### src/rtl/uart_pkg.sv
// Shared types and constants for the buffered UART.
// Optional parity support is selected with the UART_PARITY_EN macro.
package uart_pkg;

  localparam int DATA_BITS_MIN    = 5;
  localparam int DATA_BITS_MAX    = 9;
  localparam int STOP_BITS_MAX    = 2;
  localparam int CLKS_PER_BIT_MIN = 4;

  typedef enum logic [2:0] {
    TX_IDLE,
    TX_START,
    TX_DATA,
`ifdef UART_PARITY_EN
    TX_PARITY,
`endif
    TX_STOP
  } tx_state_e;

  typedef enum logic [2:0] {
    RX_IDLE,
    RX_START,
    RX_DATA,
`ifdef UART_PARITY_EN
    RX_PARITY,
`endif
    RX_STOP,
    RX_WAIT_HIGH
  } rx_state_e;

  function automatic int clks_per_bit(input int clock_freq, input int baud_rate);
    return clock_freq / baud_rate;
  endfunction

endpackage

### src/rtl/sync_fifo.sv
// Single-clock FIFO with first-word fall-through head and occupancy level.
// Push when full and pop when empty are ignored; full/empty derive from level.
module sync_fifo
  import uart_pkg::*;
#(
  parameter int WIDTH = 8,
  parameter int DEPTH = 16
) (
  input  logic                     clock,
  input  logic                     reset,
  input  logic                     push,
  input  logic [WIDTH-1:0]         push_data,
  input  logic                     pop,
  output logic [WIDTH-1:0]         head,
  output logic                     full,
  output logic                     empty,
  output logic [$clog2(DEPTH):0]   level
);

  localparam int AW = $clog2(DEPTH);
  localparam logic [AW:0] LEVEL_FULL = (AW + 1)'(DEPTH);

  logic [WIDTH-1:0] mem [DEPTH];
  logic [AW-1:0]    wr_ptr;
  logic [AW-1:0]    rd_ptr;
  logic             do_push;
  logic             do_pop;

  assign full    = (level == LEVEL_FULL);
  assign empty   = (level == '0);
  assign do_push = push && !full;
  assign do_pop  = pop && !empty;
  assign head    = mem[rd_ptr];

  // storage write; contents need no reset because level gates visibility
  always_ff @(posedge clock) begin
    if (do_push) mem[wr_ptr] <= push_data;
  end

  // pointers wrap naturally at the power-of-two depth; level tracks 0..DEPTH
  always_ff @(posedge clock) begin
    if (reset) begin
      wr_ptr <= '0;
      rd_ptr <= '0;
      level  <= '0;
    end else begin
      if (do_push) wr_ptr <= wr_ptr + AW'(1);
      if (do_pop)  rd_ptr <= rd_ptr + AW'(1);
      case ({do_push, do_pop})
        2'b10:   level <= level + (AW + 1)'(1);
        2'b01:   level <= level - (AW + 1)'(1);
        default: level <= level;
      endcase
    end
  end

endmodule

### src/rtl/uart_fifo_ctrl.sv
// Buffered full-duplex UART: TX/RX FIFOs around a baud-timed framer and deframer.
// Macro UART_PARITY_EN inserts and checks a parity bit (PARITY_ODD selects sense).
//
// TX state   | meaning
// TX_IDLE    | line idle, pops FIFO when it holds a byte
// TX_START   | start bit (0)
// TX_DATA    | payload bits, LSB first
// TX_PARITY  | parity bit (macro builds only)
// TX_STOP    | stop bit(s); chains straight into TX_START if FIFO non-empty
//
// RX state     | meaning
// RX_IDLE      | waiting for a falling edge on the synchronised line
// RX_START     | half-bit wait, start re-sampled to reject glitches
// RX_DATA      | payload sampled at bit centres
// RX_PARITY    | parity sampled and checked (macro builds only)
// RX_STOP      | first stop bit sampled, byte pushed or error flagged
// RX_WAIT_HIGH | after a framing error, hold until the line returns high
module uart_fifo_ctrl
  import uart_pkg::*;
#(
  parameter int CLOCK_FREQ = 50_000_000,
  parameter int BAUD_RATE  = 9600,
  parameter int DATA_BITS  = 8,
  parameter int STOP_BITS  = 1,
  parameter int FIFO_DEPTH = 16,
  parameter int PARITY_ODD = 0
) (
  input  logic                          clock,
  input  logic                          reset,
  input  logic [DATA_BITS-1:0]          tx_data,
  input  logic                          tx_valid,
  output logic                          tx_ready,
  output logic                          tx_busy,
  output logic [DATA_BITS-1:0]          rx_data,
  output logic                          rx_valid,
  input  logic                          rx_ready,
  output logic                          rx_frame_err,
  output logic                          rx_parity_err,
  output logic                          rx_overrun,
  output logic [$clog2(FIFO_DEPTH):0]   tx_level,
  output logic [$clog2(FIFO_DEPTH):0]   rx_level,
  input  logic                          rx,
  output logic                          tx
);

  localparam int CLKS_PER_BIT = clks_per_bit(CLOCK_FREQ, BAUD_RATE);
  localparam int CNT_W        = $clog2(CLKS_PER_BIT * STOP_BITS_MAX);
  localparam int IDX_W        = $clog2(DATA_BITS_MAX);
  localparam logic [CNT_W-1:0] BIT_LAST  = CNT_W'(CLKS_PER_BIT - 1);
  localparam logic [CNT_W-1:0] HALF_LAST = CNT_W'(CLKS_PER_BIT / 2 - 1);
  localparam logic [CNT_W-1:0] STOP_LAST = CNT_W'(CLKS_PER_BIT * STOP_BITS - 1);
  localparam logic [IDX_W-1:0] IDX_LAST  = IDX_W'(DATA_BITS - 1);
`ifdef UART_PARITY_EN
  localparam bit PAR_ODD = (PARITY_ODD != 0);
`endif

  tx_state_e            tx_state;
  logic [CNT_W-1:0]     tx_cnt;
  logic [IDX_W-1:0]     tx_idx;
  logic [DATA_BITS-1:0] tx_shift;
  logic [DATA_BITS-1:0] tx_head;
  logic                 tx_full, tx_empty, tx_pop, tx_tc, tx_line_busy;
`ifdef UART_PARITY_EN
  logic                 tx_par;
`endif

  rx_state_e            rx_state;
  logic [CNT_W-1:0]     rx_cnt;
  logic [IDX_W-1:0]     rx_idx;
  logic [DATA_BITS-1:0] rx_shift;
  logic                 rx_meta, rx_sync, rx_sync_d;
  logic                 rx_full, rx_empty, rx_push, rx_tc, rx_par_bad;

  // tx lags the FSM by one clock, so tx_line_busy stretches busy over the final stop clock
  assign tx_tc    = (tx_cnt == '0);
  assign tx_ready = !tx_full;
  assign tx_pop   = !tx_empty && ((tx_state == TX_IDLE) || ((tx_state == TX_STOP) && tx_tc));
  assign tx_busy  = tx_line_busy || (tx_state != TX_IDLE) || !tx_empty;

  assign rx_tc    = (rx_cnt == '0);
  assign rx_valid = !rx_empty;
  assign rx_push  = (rx_state == RX_STOP) && rx_tc && rx_sync && !rx_par_bad;

  sync_fifo #(.WIDTH(DATA_BITS), .DEPTH(FIFO_DEPTH)) u_tx_fifo (
    .clock(clock), .reset(reset), .push(tx_valid), .push_data(tx_data), .pop(tx_pop),
    .head(tx_head), .full(tx_full), .empty(tx_empty), .level(tx_level)
  );

  sync_fifo #(.WIDTH(DATA_BITS), .DEPTH(FIFO_DEPTH)) u_rx_fifo (
    .clock(clock), .reset(reset), .push(rx_push), .push_data(rx_shift), .pop(rx_ready),
    .head(rx_data), .full(rx_full), .empty(rx_empty), .level(rx_level)
  );

  // TX framer: bit timing by down-counter, line driven one clock after the state it encodes
  always_ff @(posedge clock) begin
    if (reset) begin
      tx_state     <= TX_IDLE;
      tx_cnt       <= '0;
      tx_idx       <= '0;
      tx_shift     <= '0;
      tx_line_busy <= 1'b0;
      tx           <= 1'b1;
`ifdef UART_PARITY_EN
      tx_par       <= 1'b0;
`endif
    end else begin
      tx_line_busy <= (tx_state != TX_IDLE);
      if (tx_pop) begin
        tx_shift <= tx_head;
`ifdef UART_PARITY_EN
        tx_par   <= (^tx_head) ^ PAR_ODD;
`endif
      end
      if (!tx_tc) tx_cnt <= tx_cnt - CNT_W'(1);
      case (tx_state)
        TX_IDLE: begin
          tx <= 1'b1;
          if (tx_pop) begin
            tx_state <= TX_START;
            tx_cnt   <= BIT_LAST;
          end
        end
        TX_START: begin
          tx <= 1'b0;
          if (tx_tc) begin
            tx_state <= TX_DATA;
            tx_cnt   <= BIT_LAST;
            tx_idx   <= '0;
          end
        end
        TX_DATA: begin
          tx <= tx_shift[0];
          if (tx_tc) begin
            tx_shift <= tx_shift >> 1;
            if (tx_idx == IDX_LAST) begin
`ifdef UART_PARITY_EN
              tx_state <= TX_PARITY;
              tx_cnt   <= BIT_LAST;
`else
              tx_state <= TX_STOP;
              tx_cnt   <= STOP_LAST;
`endif
            end else begin
              tx_idx <= tx_idx + IDX_W'(1);
              tx_cnt <= BIT_LAST;
            end
          end
        end
`ifdef UART_PARITY_EN
        TX_PARITY: begin
          tx <= tx_par;
          if (tx_tc) begin
            tx_state <= TX_STOP;
            tx_cnt   <= STOP_LAST;
          end
        end
`endif
        TX_STOP: begin
          tx <= 1'b1;
          if (tx_tc) begin
            if (tx_pop) begin
              tx_state <= TX_START;
              tx_cnt   <= BIT_LAST;
            end else begin
              tx_state <= TX_IDLE;
            end
          end
        end
        default: tx_state <= TX_IDLE;
      endcase
    end
  end

  // two-flop synchroniser plus one more stage for falling-edge detection
  always_ff @(posedge clock) begin
    if (reset) begin
      rx_meta   <= 1'b1;
      rx_sync   <= 1'b1;
      rx_sync_d <= 1'b1;
    end else begin
      rx_meta   <= rx;
      rx_sync   <= rx_meta;
      rx_sync_d <= rx_sync;
    end
  end

`ifndef UART_PARITY_EN
  assign rx_par_bad    = 1'b0;
  assign rx_parity_err = 1'b0;
`endif

  // RX deframer: half-bit start qualification, then centre sampling; error flags are 1-clock pulses
  always_ff @(posedge clock) begin
    if (reset) begin
      rx_state      <= RX_IDLE;
      rx_cnt        <= '0;
      rx_idx        <= '0;
      rx_shift      <= '0;
      rx_frame_err  <= 1'b0;
      rx_overrun    <= 1'b0;
`ifdef UART_PARITY_EN
      rx_par_bad    <= 1'b0;
      rx_parity_err <= 1'b0;
`endif
    end else begin
      rx_frame_err  <= 1'b0;
      rx_overrun    <= 1'b0;
`ifdef UART_PARITY_EN
      rx_parity_err <= 1'b0;
`endif
      if (!rx_tc) rx_cnt <= rx_cnt - CNT_W'(1);
      case (rx_state)
        RX_IDLE: begin
          if (rx_sync_d && !rx_sync) begin
            rx_state <= RX_START;
            rx_cnt   <= HALF_LAST;
          end
        end
        RX_START: begin
          if (rx_tc) begin
            if (rx_sync) begin
              rx_state <= RX_IDLE;
            end else begin
              rx_state <= RX_DATA;
              rx_cnt   <= BIT_LAST;
              rx_idx   <= '0;
            end
          end
        end
        RX_DATA: begin
          if (rx_tc) begin
            rx_shift <= {rx_sync, rx_shift[DATA_BITS-1:1]};
            rx_cnt   <= BIT_LAST;
            if (rx_idx == IDX_LAST) begin
`ifdef UART_PARITY_EN
              rx_state <= RX_PARITY;
`else
              rx_state <= RX_STOP;
`endif
            end else begin
              rx_idx <= rx_idx + IDX_W'(1);
            end
          end
        end
`ifdef UART_PARITY_EN
        RX_PARITY: begin
          if (rx_tc) begin
            rx_par_bad <= rx_sync ^ (^rx_shift) ^ PAR_ODD;
            rx_state   <= RX_STOP;
            rx_cnt     <= BIT_LAST;
          end
        end
`endif
        RX_STOP: begin
          if (rx_tc) begin
            if (!rx_sync) begin
              rx_frame_err <= 1'b1;
              rx_state     <= RX_WAIT_HIGH;
            end else begin
              rx_state <= RX_IDLE;
`ifdef UART_PARITY_EN
              if (rx_par_bad) rx_parity_err <= 1'b1;
              else if (rx_full) rx_overrun <= 1'b1;
`else
              if (rx_full) rx_overrun <= 1'b1;
`endif
            end
          end
        end
        RX_WAIT_HIGH: begin
          if (rx_sync) rx_state <= RX_IDLE;
        end
        default: rx_state <= RX_IDLE;
      endcase
    end
  end

endmodule

### config.mk
export PLATFORM = sky130hd
export DESIGN_NAME = uart_fifo_ctrl
export DESIGN_NICKNAME = d
export VERILOG_FILES = /design/src/rtl/uart_pkg.sv /design/src/rtl/sync_fifo.sv /design/src/rtl/uart_fifo_ctrl.sv
export SDC_FILE = /design/constraint.sdc
export NUM_CORES = 1
export LEC_CHECK = 0
export ABC_AREA = 1
export CAP_MARGIN = 15
export CORE_MARGIN = 3
export CORE_UTILIZATION = 56
export DETAILED_ROUTE_END_ITERATION = 12
export MAX_ROUTING_LAYER = met4
export PLACE_DENSITY = 0.82
export SKIP_CTS_REPAIR_TIMING = 1
export SLEW_MARGIN = 40
export SYNTH_ARGS = -nofsm -noshare
export SYNTH_HDL_FRONTEND = slang
export SYNTH_SLANG_ARGS = --single-unit
### constraint.sdc
create_clock -name clock -period 2.6 [get_ports clock]
set_input_delay 0.65 -clock clock [delete_from_list [all_inputs] [get_ports clock]]
set_output_delay 0.65 -clock clock [all_outputs]
set_load 0.02 [all_outputs]
# Word-level counts from Yosys, hierarchy flattened
# Memories as Yosys holds them, arrays and structs flattened. A register that Yosys moved wholly into a read port is not among the register bits.
# Cells that the tools add are included.
# word_totals
ff_bits	91
inputBits	13
n_memories	2
mem_bits_rw	256
# classes
reduce_logical	38
muxes	52
n_eq_ne	29
add_sub_neg	12
bitwise_logic	3
# memory_table
memory	depth	width	read_ports	rd_ports_with_merged_regs	wr	line	rtl
u_rx_fifo.mem	16	8	1	1	1	sync_fifo.sv:23	logic [WIDTH-1:0] mem [DEPTH];
u_tx_fifo.mem	16	8	1	1	1	sync_fifo.sv:23	
# op_table
cell	n
14-bit two-way mux	9
14-bit case mux with 3 select lines	2
4-bit two-way mux	11
3-bit two-way mux	12
14-bit logical NOT	2
14-bit by 1-bit subtractor with 14-bit output (second input constant)	2
2-bit inequality test (second input constant)	13
4-bit by 1-bit adder with 4-bit output (second input constant)	6
8-bit two-way mux	3
5-bit case mux with 2 select lines	2
4-bit case mux with 2 select lines	2
3-bit case mux with 5 select lines	1
3-bit by 2-bit equality test with 1-bit output (second input constant)	4
3-bit case mux with 4 select lines	1
5-bit by 1-bit adder with 5-bit output (second input constant)	2
5-bit equality test (second input constant)	2
5-bit logical NOT	2
5-bit AND reduction	2
5-bit by 1-bit subtractor with 5-bit output (second input constant)	2
1-bit logical AND	9
4-bit by 3-bit equality test with 1-bit output (second input constant)	2
2-bit nonzero test	4
1-bit two-way mux	7
3-bit by 1-bit equality test with 1-bit output (second input constant)	2
other kinds (17)	30

# Logic depth before layout (Yosys ltp)
# depth
ltp_word	7
ltp_mapped	18

# By module
# From an unflattened synthesis, not the netlist that was laid out.
# unflattened
hier_cells	1498
area_unflattened_um2	15847.7
# modules_own_cells
module	cells_per_inst	seq_area_each_um2	n_inst	area_each_um2
sync_fifo (u_tx_fifo)	478	4184.0	1	6127.1
sync_fifo (u_rx_fifo)	477	4184.0	1	6117.1
uart_fifo_ctrl	543	1281.2	1	3603.5

# Least setup slack after synthesis
# No wires, ideal clock.
# synth_timing
path_kind	reg-to-reg
from	register tx_state[0]
to	register u_tx_fifo.level[4]
setup_time_ns	0.132
required_ns	2.468
path_slack_ns	-0.036
stages_incl_launch_ff	16
synth_period_minus_slack_ns	2.636
arrival_ns	2.504
path_buffers	2
path_cell_list	dfxtp_1 > inv_1 > ha_1 > buf_2 > or2_2 > nand3_4 > inv_4 > buf_12 > ha_1 > ha_1 > a31o_2 > inv_1 > nand2_1 > xor2_1 > nand2_1 > a21oi_1
# synth_between
elab_chain_cells	7
word_cells_on_any_way	10
classes_between	eq/ne (3); mux (1); reduce/logical (6)
# synth_lines
element	line	rtl
from (decl)	uart_fifo_ctrl.sv:57	tx_state_e tx_state;
from (signal assigned)	uart_fifo_ctrl.sv:97	tx_state <= TX_IDLE;
from (signal assigned)	uart_fifo_ctrl.sv:119	tx_state <= TX_START;
from (signal assigned)	uart_fifo_ctrl.sv:126	tx_state <= TX_DATA;
3-bit by 2-bit equality test with 1-bit output	uart_fifo_ctrl.sv:77	assign tx_pop = !tx_empty && ((tx_state == TX_IDLE) || ((tx_state == TX_STOP) && tx_tc));
1-bit logical AND	uart_fifo_ctrl.sv:77	
1-bit logical OR *	uart_fifo_ctrl.sv:77	
1-bit logical AND *	uart_fifo_ctrl.sv:77	
1-bit logical AND *	sync_fifo.sv:32	assign do_pop = pop && !empty;
net u_tx_fifo.do_pop	sync_fifo.sv:27	logic do_pop;
2-bit by 1-bit equality test with 1-bit output / 2-bit equality test (equally long branches)	sync_fifo.sv:49	case ({do_push, do_pop})
5-bit case mux with 2 select lines / 2-bit nonzero test (equally long branches)	-	
to (signal assigned)	sync_fifo.sv:50	2'b10: level <= level + (AW + 1)'(1);
to (signal assigned)	sync_fifo.sv:51	2'b01: level <= level - (AW + 1)'(1);
to (signal assigned)	sync_fifo.sv:52	default: level <= level;
to (decl)	sync_fifo.sv:17	output logic [$clog2(DEPTH):0] level
# The timed path passes the listed nets; every way through them passes the cells marked *.
# A chain may end at the register's enable or synchronous reset.

==> impl_metrics.py <==
metrics = {
    "synth": {
        "ys_ff_latch": 354,
        "synth_ff_type": "sky130_fd_sc_hd__edfxtp_1",
        "async_reset_ff_share_pct": 0,
        "yosys.area.top_type": "sky130_fd_sc_hd__edfxtp_1",
        "synth.avg_cell_area_um2": 10.1,
        "synth.yosys.warnings": 0,
        "synth.top_cells.by_area": "sky130_fd_sc_hd__edfxtp_1, sky130_fd_sc_hd__dfxtp_1, sky130_fd_sc_hd__nand2_1",
        "post_synth_num_cell_types": 54,
        "synth_largest_type_area_fraction_pct": 48.7,
        "mappedNetlistArea_mm2": 0.0158,
        "syn_inst_count": 1569,
        "mappedNetlistNets": 1613,
        "synth_seq_area_share_pct": 61.2,
        "synth-edff-count": 256,
    },
    "drt": {
        "sum_of_routed_wire_length_over_all_layers_mm": 35.5,
        "drc": 0,
        "drt-initial-drc-count": 1244,
        "dr.pass1.iters": 7,
        "postRouteAntennaNets": 0,
        "num_vias": 11500,
        "wl_per_cell_um": 17.4,
        "routed_via_density": 5.60,
    },
    "pwr": {
        "seq_power_share_pct": 36.7,
        "combinational_share_of_power_pct": 36.7,
        "switching_power_mw": 6.93,
        "clock_power_share_pct": 26.6,
        "p_leak_nw": 7.09,
        "p_total_mw": 19.0,
        "worst_ir_drop_vdd_v": 0.000925,
        "netSwitchingFraction_pct": 36.5,
        "cellPowerDensity_mw_per_mm2": 1050,
        "cell_internal_pwr_mw": 12.1,
    },
    "sta": {
        "final_hold_violation_count": 0,
        "timing.final.max_slew_violations": 0,
        "final_min_period_over_clock_period_pct": 101,
        "tightestPinTransition_ns": 0.850,
        "period_minus_slack_ns": 2.63,
        "final_worst_clock_skew_ns": 0.0151,
        "worst_hold_slack_ns": 0.411,
        "max_clock_freq_mhz": 380,
        "unrepaired_setup_endpoints_after_global_routing": "yes",
        "setup_ws_ns": -0.0337,
        "timing.slew.headroom_pct": 43.2,
        "final_setup_violation_count": 3,
    },
    "layout": {
        "drive_gt1_share_pct": 10.8,
        "finish.net_count": 1689,
        "layout.cell_area.non_filler_mm2": 0.0181,
        "filler_cell_count": 1987,
        "finish.utilization_pct": 66.3,
        "antenna_cells_inserted": 0,
        "area.growth.synth_to_final_pct": 14.9,
    },
    "critical_path": {
        "crit_arrival_ns": 1.98,
        "critPathMostFrequentCell": "sky130_fd_sc_hd__buf_6",
        "cpLargestDelayFamily": "buffers and inverters",
        "reg2reg_to": "u_tx_fifo.level[3]$_SDFFE_PP0P_",
        "crit_fanout": 16,
        "worstPathBufferInverterCount": 3,
        "timing.critical_path.required_ns": 1.95,
        "flop_to_flop_setup_slack_ns": 0.15,
        "reg2reg_from": "tx_cnt[1]$_SDFF_PP0_",
        "cp_cell_sequence": "buf_6 -> clkbuf_16 -> a21oi_1 -> o21ai_0 -> o211ai_1 -> nand3_1 -> nand2_1 -> buf_6",
        "crit_type": "reg2out",
        "r2r_cells": 15,
        "cpMaxStageDelayCell": "sky130_fd_sc_hd__dfxtp_4",
        "setup.worst_path.end_class": "output pin",
        "worst_path_largest_cell_delay_ns": 0.40,
        "startpoint_type": "flip-flop",
    },
    "min_path": {
        "worst_hold_startpoint": "rx_meta$_SDFF_PP1_",
        "cell_depth_of_the_worst_hold_path": 1,
        "hold_path.class": "reg2reg",
        "worst_hold_endpoint": "rx_sync$_SDFF_PP1_",
    },
    "global_routing": {
        "grt_antenna_before_repair": 0,
        "grt_start_max_net_pins": 65,
        "overall_global_routing_resource_usage_pct": 23.5,
        "grt_pass1_vias": 11300,
        "global_route_wire_length_before_repair_mm": 56.6,
        "grt_overflow_total": 0,
    },
    "place": {
        "dp_worst_setup_slack_ns": -0.00842,
        "port-buffer-count": 36,
        "place_congestion": 0.921,
        "placed_cell_area_mm2": 0.0168,
        "hpwl_mm": 22.2,
    },
    "clocking": {
        "cts_inserted_buffers": 37,
        "clk_transition_reported_paths_ns": 0.06,
        "worstSkewPairLatency_ns": 0.53,
        "htree_levels": 2,
        "clk_path_buf_depth": 3,
        "tritoncts": "built",
        "cts.sinks": 354,
        "cts_root_buffer": "sky130_fd_sc_hd__clkbuf_16",
    },
    "floorplanning": {
        "initial_core_util_pct": 57.7,
        "die_area_mm2": 0.0302,
        "core_mm2": 0.0273,
        "die_width_um": 174,
        "ios": 38,
        "num_rows": 60,
        "die_y_um": 174,
    },
    "run_status": {
        "result_of_the_run": "finished, violations left",
        "violations_in_the_final_reports": "setup timing",
    },
    "flow_run": {
        "max_cap_violations": 0,
    },
}
## per-layer routing
metal	routed length (µm)	GRT usage, %	up-vias
li1	-	-	5510
met1	14300	29.1	5467
met2	18000	39.7	401
met3	2130	3.24	81
met4	1030	8.48	0
met5	0	-	-
## final cells by class
type	instances	area [µm²]	area share [%]
Sequential cell	354	9650	53.3
Multi-Input combinational cell	989	5270	29.1
Clock buffer	57	1070	5.91
Timing Repair Buffer	102	958	5.29
Inverter	161	607	3.35
Tap cell	372	465	2.57
Clock inverter	11	100	0.552
## cells in the final DEF (no fill, tap or decap), types with 4 or more instances in the layout
| cell | instances |
|---|---|
| sky130_fd_sc_hd__buf_6 | 4 |
| sky130_fd_sc_hd__o21ai_1 | 13 |
| sky130_fd_sc_hd__nor3_1 | 8 |
| sky130_fd_sc_hd__nor2_2 | 6 |
| sky130_fd_sc_hd__dfxtp_1 | 96 |
| sky130_fd_sc_hd__nand2_1 | 283 |
| sky130_fd_sc_hd__clkinv_2 | 5 |
| sky130_fd_sc_hd__nor2_1 | 171 |
| sky130_fd_sc_hd__mux2i_1 | 31 |
| sky130_fd_sc_hd__o21ai_0 | 110 |
| sky130_fd_sc_hd__inv_2 | 6 |
| sky130_fd_sc_hd__clkinv_1 | 4 |
| sky130_fd_sc_hd__clkbuf_1 | 13 |
| sky130_fd_sc_hd__clkbuf_16 | 39 |
| sky130_fd_sc_hd__inv_1 | 152 |
| sky130_fd_sc_hd__o211ai_1 | 44 |
| sky130_fd_sc_hd__nand3_1 | 114 |
| sky130_fd_sc_hd__nand2_2 | 5 |
| sky130_fd_sc_hd__buf_12 | 6 |
| sky130_fd_sc_hd__clkbuf_8 | 7 |
| sky130_fd_sc_hd__edfxtp_1 | 256 |
| sky130_fd_sc_hd__ha_1 | 27 |
| sky130_fd_sc_hd__xor2_1 | 20 |
| sky130_fd_sc_hd__a21oi_1 | 85 |
| sky130_fd_sc_hd__nand4_1 | 12 |
| sky130_fd_sc_hd__clkdlybuf4s50_1 | 26 |
| sky130_fd_sc_hd__xnor2_1 | 4 |
| sky130_fd_sc_hd__buf_4 | 59 |
## registers in the layout, indices dropped and copies added, names as in the netlist, 2 cells and up, named ones only
signal and flops:
u_tx_fifo.rd_ptr 4, u_tx_fifo.mem 128, u_rx_fifo.rd_ptr 4, u_rx_fifo.mem 128, u_rx_fifo.level 5, u_tx_fifo.wr_ptr 4
u_tx_fifo.level 5, u_rx_fifo.wr_ptr 4, rx_cnt 14, tx_idx 4, rx_state 3, tx_shift 8
rx_idx 4, rx_shift 8, tx_cnt 14, tx_state 2
## how the worst max path moves through the flow
stage | startpoint | cells after the start | to | slack [ns]
finish | flip-flop | 8 | rx_data[5] | -0.03
floorplan | tx_state[0]$_SDFFE_PP0P_ | 15 | u_tx_fifo.level[4]$_SDFFE_PP0P_ | 0.05
detailed placement | rx_ready | 12 | u_rx_fifo.level[4]$_SDFFE_PP0P_ | -0.008
global placement | rx_ready | 12 | u_rx_fifo.level[4]$_SDFFE_PP0P_ | 0.09
global route | flip-flop | 6 | rx_data[2] | -0.11
CTS | flip-flop | 7 | rx_data[1] | -0.43
## synthesized netlist by cell type, types with 10 or more instances
| master | count |
|---|---|
| sky130_fd_sc_hd__xor2_1 | 22 |
| sky130_fd_sc_hd__nand4_1 | 12 |
| sky130_fd_sc_hd__nand3_1 | 115 |
| sky130_fd_sc_hd__buf_2 | 22 |
| sky130_fd_sc_hd__o211ai_1 | 44 |
| sky130_fd_sc_hd__edfxtp_1 | 256 |
| sky130_fd_sc_hd__nor2_1 | 173 |
| sky130_fd_sc_hd__a21oi_1 | 86 |
| sky130_fd_sc_hd__o21ai_0 | 113 |
| sky130_fd_sc_hd__o21ai_1 | 10 |
| sky130_fd_sc_hd__clkbuf_1 | 33 |
| sky130_fd_sc_hd__ha_1 | 31 |
| sky130_fd_sc_hd__inv_1 | 153 |
| sky130_fd_sc_hd__nand2_1 | 283 |
| sky130_fd_sc_hd__mux2i_1 | 32 |
| sky130_fd_sc_hd__dfxtp_1 | 98 |
## through the flow
stage / setup TNS (ns) / std cells
3_3_place_gp: 0 / 1975
5_1_grt: -0.682 / 2046
2_1_floorplan: 0 / 1569
3_5_place_dp: -0.00842 / 1975
4_1_cts: -3.54 / 2043
6_report: -0.0643 / 2046
## power by group through the flow
stage	Combinational, mW	Clock [mW]	Sequential [mW]
after detailed placement	6.68	0	7.05
final	6.97	5.06	6.96
after global routing	7.73	5.35	7.02
after floorplan	4.90	0	6.97
after global placement	6.41	0	7.02
after CTS	6.74	5.13	6.94
## logic make-up (layout without fill, tap and decap cells)
logic type | Yosys count | count (layout) | share of synthesized area (%)
XOR/XNOR | 26 | 26 | 1.44
multiplexers | 32 | 32 | 2.03
other | 1 | 1 | 0.0238
flip-flops | 354 | 354 | 61.2
AO/OA/AOI/OAI | 274 | 274 | 9.85
buffers and inverters | 226 | 331 | 5.91
AND/OR/NAND/NOR | 625 | 625 | 17.1
adder cells (fa/ha/maj) | 31 | 31 | 2.46
No activity file was read; power rests on OpenSTA's default activity.
